## config.mk

```make
export PLATFORM = sky130hd
export DESIGN_NAME = key_direction_ctrl
export DESIGN_NICKNAME = d
export VERILOG_FILES = /design/src/rtl/key_direction_ctrl.sv
export SDC_FILE = /design/constraint.sdc
export NUM_CORES = 1
export LEC_CHECK = 0
export CAP_MARGIN = 10
export CORE_UTILIZATION = 47
export CTS_CLUSTER_SIZE = 8
export DETAILED_ROUTE_END_ITERATION = 8
export PLACE_DENSITY = 0.62
export SYNTH_ARGS = -nofsm -noshare
export SYNTH_HDL_FRONTEND = slang
export SYNTH_SLANG_ARGS = --single-unit
```

## constraint.sdc

```tcl
create_clock -name clock -period 2.3 [get_ports clock]
set_clock_uncertainty 0.2 [all_clocks]
set_input_delay 0.575 -clock clock [delete_from_list [all_inputs] [get_ports clock]]
set_output_delay 0.575 -clock clock [all_outputs]
set_load 0.05 [all_outputs]
```

## src/rtl/key_direction_ctrl.sv

```systemverilog
// -----------------------------------------------------------------------------
// key_direction_ctrl
//
// Input stage for the 2048 game controller. Turns four raw, bouncing,
// active-low push-buttons into a clean one-hot move request that the game
// control FSM samples. Each physical press produces exactly one request. The
// request is held until the controller acknowledges it or a timeout expires.
// A new move is only accepted once every button has been released again.
//
// Parameters:
//   DB_COUNT     debounce length in clock cycles (>= 2)
//   DB_WIDTH     width of each debounce counter (must hold DB_COUNT-1)
//   HOLD_CYCLES  max cycles a direction is presented without acknowledge (>= 8)
//
// Ports:
//   clock      system clock, rising edge
//   reset_n    synchronous active-low reset
//   keys_n     raw buttons, 0 = pressed; bit 0 left, 1 right, 2 down, 3 up
//   update     controller load strobe, acts as acknowledge while holding
//   locked     game start/ended; blocks move generation
//   direction  one-hot move request (same bit mapping as keys_n), 0 = none
//   dropped    one-cycle pulse when a debounced press is discarded
// -----------------------------------------------------------------------------
module key_direction_ctrl #(
  parameter int DB_COUNT    = 50000,
  parameter int DB_WIDTH    = 16,
  parameter int HOLD_CYCLES = 8
) (
  input  logic       clock,
  input  logic       reset_n,
  input  logic [3:0] keys_n,
  input  logic       update,
  input  logic       locked,
  output logic [3:0] direction,
  output logic       dropped
);

  localparam int                  HOLD_W    = $clog2(HOLD_CYCLES);
  localparam logic [DB_WIDTH-1:0] DB_LAST   = DB_WIDTH'(DB_COUNT - 1);
  localparam logic [HOLD_W-1:0]   HOLD_LAST = HOLD_W'(HOLD_CYCLES - 1);

  typedef enum logic [1:0] {
    IDLE    = 2'd0,
    HOLD    = 2'd1,
    RELEASE = 2'd2
  } state_t;

  logic [3:0]          syncMeta_q;
  logic [3:0]          sync_q;
  logic [3:0]          pressed;
  logic [DB_WIDTH-1:0] dbCnt_q [4];
  logic [DB_WIDTH-1:0] dbCnt_d [4];
  logic [3:0]          stable_q;
  logic [3:0]          stable_d;
  logic [3:0]          stablePrev_q;
  logic [3:0]          ev;
  logic [3:0]          winner;
  state_t              state_q;
  logic [HOLD_W-1:0]   holdCnt_q;
  logic [3:0]          direction_q;
  logic                dropped_q;

  // Two-flop synchronizer; resets to "all released" so a reset never looks
  // like a press.
  always_ff @(posedge clock) begin
    if (!reset_n) begin
      syncMeta_q <= 4'hF;
      sync_q     <= 4'hF;
    end else begin
      syncMeta_q <= keys_n;
      sync_q     <= syncMeta_q;
    end
  end

  assign pressed = ~sync_q;

  // Debounce: a key's stable state only flips after the synchronized level
  // has disagreed with it for DB_COUNT consecutive cycles; any agreement in
  // between restarts the count, so short glitches are ignored.
  always_comb begin
    stable_d = stable_q;
    for (int i = 0; i < 4; i++) begin
      dbCnt_d[i] = dbCnt_q[i];
      if (pressed[i] == stable_q[i]) begin
        dbCnt_d[i] = '0;
      end else if (dbCnt_q[i] == DB_LAST) begin
        stable_d[i] = pressed[i];
        dbCnt_d[i]  = '0;
      end else begin
        dbCnt_d[i] = dbCnt_q[i] + DB_WIDTH'(1);
      end
    end
  end

  always_ff @(posedge clock) begin
    if (!reset_n) begin
      for (int i = 0; i < 4; i++) begin
        dbCnt_q[i] <= '0;
      end
      stable_q     <= 4'h0;
      stablePrev_q <= 4'h0;
    end else begin
      for (int i = 0; i < 4; i++) begin
        dbCnt_q[i] <= dbCnt_d[i];
      end
      stable_q     <= stable_d;
      stablePrev_q <= stable_q;
    end
  end

  // Press events are rising edges of the debounced state.
  assign ev = stable_q & ~stablePrev_q;

  // x & -x isolates the lowest set bit, giving left > right > down > up.
  assign winner = ev & (~ev + 4'd1);

  // Request FSM with registered outputs. dropped defaults low every cycle so
  // it can only ever be a single-cycle pulse.
  always_ff @(posedge clock) begin
    if (!reset_n) begin
      state_q     <= IDLE;
      holdCnt_q   <= '0;
      direction_q <= 4'h0;
      dropped_q   <= 1'b0;
    end else begin
      dropped_q <= 1'b0;
      case (state_q)
        IDLE: begin
          direction_q <= 4'h0;
          holdCnt_q   <= '0;
          if (|ev) begin
            if (locked) begin
              dropped_q <= 1'b1;
            end else begin
              direction_q <= winner;
              state_q     <= HOLD;
            end
          end
        end
        HOLD: begin
          dropped_q <= |ev;
          // Acknowledge, timeout and lock all end the request the same way,
          // so coincident causes collapse into one exit.
          if (update || (holdCnt_q == HOLD_LAST) || locked) begin
            direction_q <= 4'h0;
            holdCnt_q   <= '0;
            state_q     <= RELEASE;
          end else begin
            holdCnt_q <= holdCnt_q + HOLD_W'(1);
          end
        end
        RELEASE: begin
          direction_q <= 4'h0;
          holdCnt_q   <= '0;
          dropped_q   <= |ev;
          if (stable_q == 4'h0) begin
            state_q <= IDLE;
          end
        end
        default: begin
          direction_q <= 4'h0;
          holdCnt_q   <= '0;
          state_q     <= IDLE;
        end
      endcase
    end
  end

  assign direction = direction_q;
  assign dropped   = dropped_q;

endmodule

```

==> metrics.md <==
| Metric | Value |
|---|---|
| Outcome | `completed` |
| Peak VDD IR | `0.3541 mV` |
| Vias in the first global route | `2,645` |
| First-pass GRT wire length | `roughly 11,000 microns` |
| Post-synthesis mux area share | `0.7823%` |
| Met1 Use GR | `22.15%` |
| Layout Cells excl Fill | `~550` |
| Worst setup startpoint | `dropped` |
| Post-Syn Instances | `420` |
| Via count | `2,791` |
| Detailed Route WL | `6380 microns` |
| Worst-path cell chain | `clkdlybuf4s50_1` |
| Compound-Gate Fraction of Synth Area | `2.347%` |
| Initial antenna violation count | `0` |
| Main synth FF type | `dfxtp_1` |
| # setup viols final | `0` |
| TritonCTS clock tree | `built` |
| Via density | `5.093` |
| Rows | `32` |
| Htree depth | `3` |
| Critical Path Stages | `1` |
| Total gr overflow | `0` |
| Max-slew headroom | `49.94%` |
| Gr busiest metal | `met2` |
| Crit-path slowest cell | `clkdlybuf4s50_1` |
| Post-CTS Setup Bufs | `0` |
| Drt pass-1 iters | `4` |
| R2R Path End | `state_q[1]` |
| Setup TNS | `0 ns` |
| Clk_lat worst skew | `0.36 ns` |
| Clock sinks | `90` |
| Syn nets | `440` |
| Seq/Total Area, Yosys | `a little under half` |
| Layout cell share with drive strength beyond 1 | `5.830%` |
| Most common cell in the netlist | `dfxtp_1` |
| Reg-to-reg slack, setup | `0.31 ns` |
| Worst-path clk slew | `0.10 ns` |
| Pre-CTS WS | `0.04081 ns` |
| Leak pwr | `1.459 nW` |
| P_sw | `0.6112 mW` |
| Synth Area in Adders | `3.911%` |
| Num CTS Buffers | `9` |
| Average size of a mapped cell | `9.140 sq um` |
| Max-slew violations | `0` |
| RSZ-0062 raised after global routing | `no` |
| #FFs+latches synth | `90` |
| Routed wire per std cell | `approximately 12 microns` |
| Delay of the slowest critical-path stage | `0.79 ns` |
| Synth top area share | `46.94%` |
| WP buf/inv | `1` |
| Crit path capture | `dropped` |
| Top delay family on crit path | `buffers and inverters` |
| Combinational Power Share | `around 1.7%` |
| Post-synthesis xor/xnor area fraction | `13.46%` |
| P_int | `2.323 mW` |
| Placed Cells | `about 530` |
| Area Growth Syn to Fin | `13.43%` |
| ANT cells | `0` |
| Clock share of power | `44.8%` |
| Crit share post-route | `96.63%` |
| Nets | `461` |
| Simple-gate share of the synthesized area | `between 20 and 30%` |
| Critical Path AT | `1.45 ns` |
| Core area | `~0.008 sq mm` |
| PostCTS Resize Cnt | `0` |
| CP Class | `reg2out` |
| Sw Ratio | `20.83%` |
| Die width | `about 90 microns` |
| Min Tclk post-route | `~2.2 ns` |
| Met2 GRT Util | `~26%` |
| Fraction of registers with async set/reset | `0%` |
| Initial Util | `49.17%` |
| Met3 Resource Use GR | `4.433%` |
| Largest net degree at the start of global routing | `30` |
| CTS Hold Bufs | `0` |
| Die H | `92.38 microns` |
| Final Cell Area | `0.004354 sq mm` |
| Worst Hold Class | `reg2reg` |
| Max Freq | `0.4499 GHz` |
| Synth area leader | `dfxtp_1` |
| Setup crit end kind | `output port` |
| Main combinational cell family by area after synthesis | `simple AND/OR/NAND/NOR gates` |
| Fillers | `750` |
| I/O pin total | `13` |
| Global placer's final weighted congestion | `0.8142` |
| Tot GR Track Use | `16.60%` |
| Fin. Hold Viols | `0` |
| Post-route ant nets | `0` |
| Top fanout value on the critical path | `1` |
| Port buffer count | `12` |
| Total power divided by cell area | `673.9 mW/mm^2` |
| DIE AREA | `0.008533 sq mm` |
| Post-detail-place hpwl | `4337 microns` |
| Placed Area | `0.004099 sq mm` |
| Largest cells by area after synthesis | `dfxtp_1 (47%), xnor2_1 (10%), nor2_1 (6.9%), ha_1 (3.9%), nand3_1 (3.3%)` |
| Reg2Reg Depth | `6` |
| Slew at the pin closest to its max-slew limit | `0.7320 ns` |
| Maxcap violations | `0` |
| Clock root cell | `clkbuf_8` |
| R2r startpoint | `holdCnt_q[0]` |
| Synth Warn # | `0` |
| Critical Path Start Type | `flip-flop` |
| Initial DRC count | `82` |
| Most frequent cells after synthesis | `dfxtp_1 (90), nor2_1 (71), xnor2_1 (46), nand3_1 (25), nand2_1 (22)` |
| CP required | `1.52 ns` |
| CTS Buffer Depth | `2` |
| Final worst slack | `0.07744 ns` |
| EDFF count, synth | `0` |
| # DRC | `0` |
| Synth cell types | `36` |
| Cell Area, Synth | `0.003839 sq mm` |
| Sequential Power Share | `53.5%` |
per-layer routing:
metal	share of wire, %	up-vias
li1	-	1479
met1	53	1272
met2	43	32
met3	2.9	8
met4	1.3	0
met5	0	-
layout by cell type (no fill, tap or decap), types with 2 or more instances in the layout:
master | synthesis | layout
and2_1 | 8 | 8
ha_1 | 12 | 12
nand2b_1 | 10 | 10
nand4_1 | 18 | 18
xor2_1 | 13 | 13
buf_4 | 0 | 4
mux2i_1 | 3 | 3
nand2_1 | 22 | 22
nor2_1 | 71 | 71
clkdlybuf4s50_1 | 0 | 8
inv_6 | 0 | 3
and3_1 | 9 | 9
a22o_1 | 2 | 2
a21boi_0 | 2 | 2
dlymetal6s2s_1 | 0 | 4
bufinv_16 | 0 | 3
nor3b_1 | 3 | 3
nor4b_1 | 4 | 4
inv_1 | 18 | 18
or2_2 | 2 | 2
xnor2_1 | 46 | 46
dfxtp_1 | 90 | 90
clkbuf_8 | 0 | 9
nor4bb_1 | 6 | 6
nand3_1 | 25 | 25
a21oi_1 | 4 | 4
nor4_1 | 18 | 18
nor3_1 | 13 | 13
nor2b_1 | 3 | 3
area by class of cell:
type / instances / area, sq um / share of cell area, %
multi-input cells: 305 / 1932 / 44.37
flip-flops and latches: 90 / 1802 / 41.38
repair buffers: 17 / 180.2 / 4.138
well taps: 102 / 127.6 / 2.931
clock buffers: 9 / 123.9 / 2.845
clock inverters: 7 / 121.4 / 2.787
inverters: 18 / 67.56 / 1.552
power groups by stage:
stage	clock network [mW]	logic, mW	registers (mW)
6_report	1.31	0.0507	1.57
5_1_grt	1.42	0.0571	1.57
4_1_cts	1.34	0.0521	1.57
3_5_place_dp	0	0.0518	1.61
3_3_place_gp	0	0.0514	1.61
2_1_floorplan	0	0.0287	1.61
registers in the layout, indices dropped and copies added (netlist names):
signal / flops
holdCnt_q: 3
sync_q: 4
direction: 4
dropped: 1
syncMeta_q: 4
state_q: 2
stablePrev_q: 4
dbCnt_q: 64
stable_q: 4
worst min-delay path by stage:
stage	depth (start not counted)	start	endpoint
global placement	1	syncMeta_q[0]	sync_q[0]
detailed placement	1	syncMeta_q[0]	sync_q[0]
global route	1	syncMeta_q[0]	sync_q[0]
CTS	1	syncMeta_q[0]	sync_q[0]
floorplan	1	syncMeta_q[0]	sync_q[0]
finish	1	syncMeta_q[1]	sync_q[1]
worst reg2reg max path, cell delays in order, from the launching register on:
cell	delay, ns
dfxtp_1	0.32
ha_1	0.19
ha_1	0.20
or3b_2	0.52
o211ai_1	0.19
a21oi_1	0.10
mux2i_1	0.16
logic make-up after synthesis:
family	after synthesis
XOR/XNOR	59
AO/OA/AOI/OAI	13
buffers and inverters	25
multiplexers	3
adder cells (fa/ha/maj)	12
AND/OR/NAND/NOR	218
flip-flops	90
per-stage QoR:
step / hold slack (ns) / utilization, % / total power [mW]
final: 0.2096 / 55.77 / 2.934
after global routing: 0.2349 / 55.77 / 3.052
after CTS: 0.2170 / 55.64 / 2.965
after detailed placement: 0.1955 / 52.50 / 1.658
after global placement: 0.1899 / 52.50 / 1.658
after floorplan: 0.1863 / - / 1.634
Note: power is estimated with default switching activity, not from simulation.
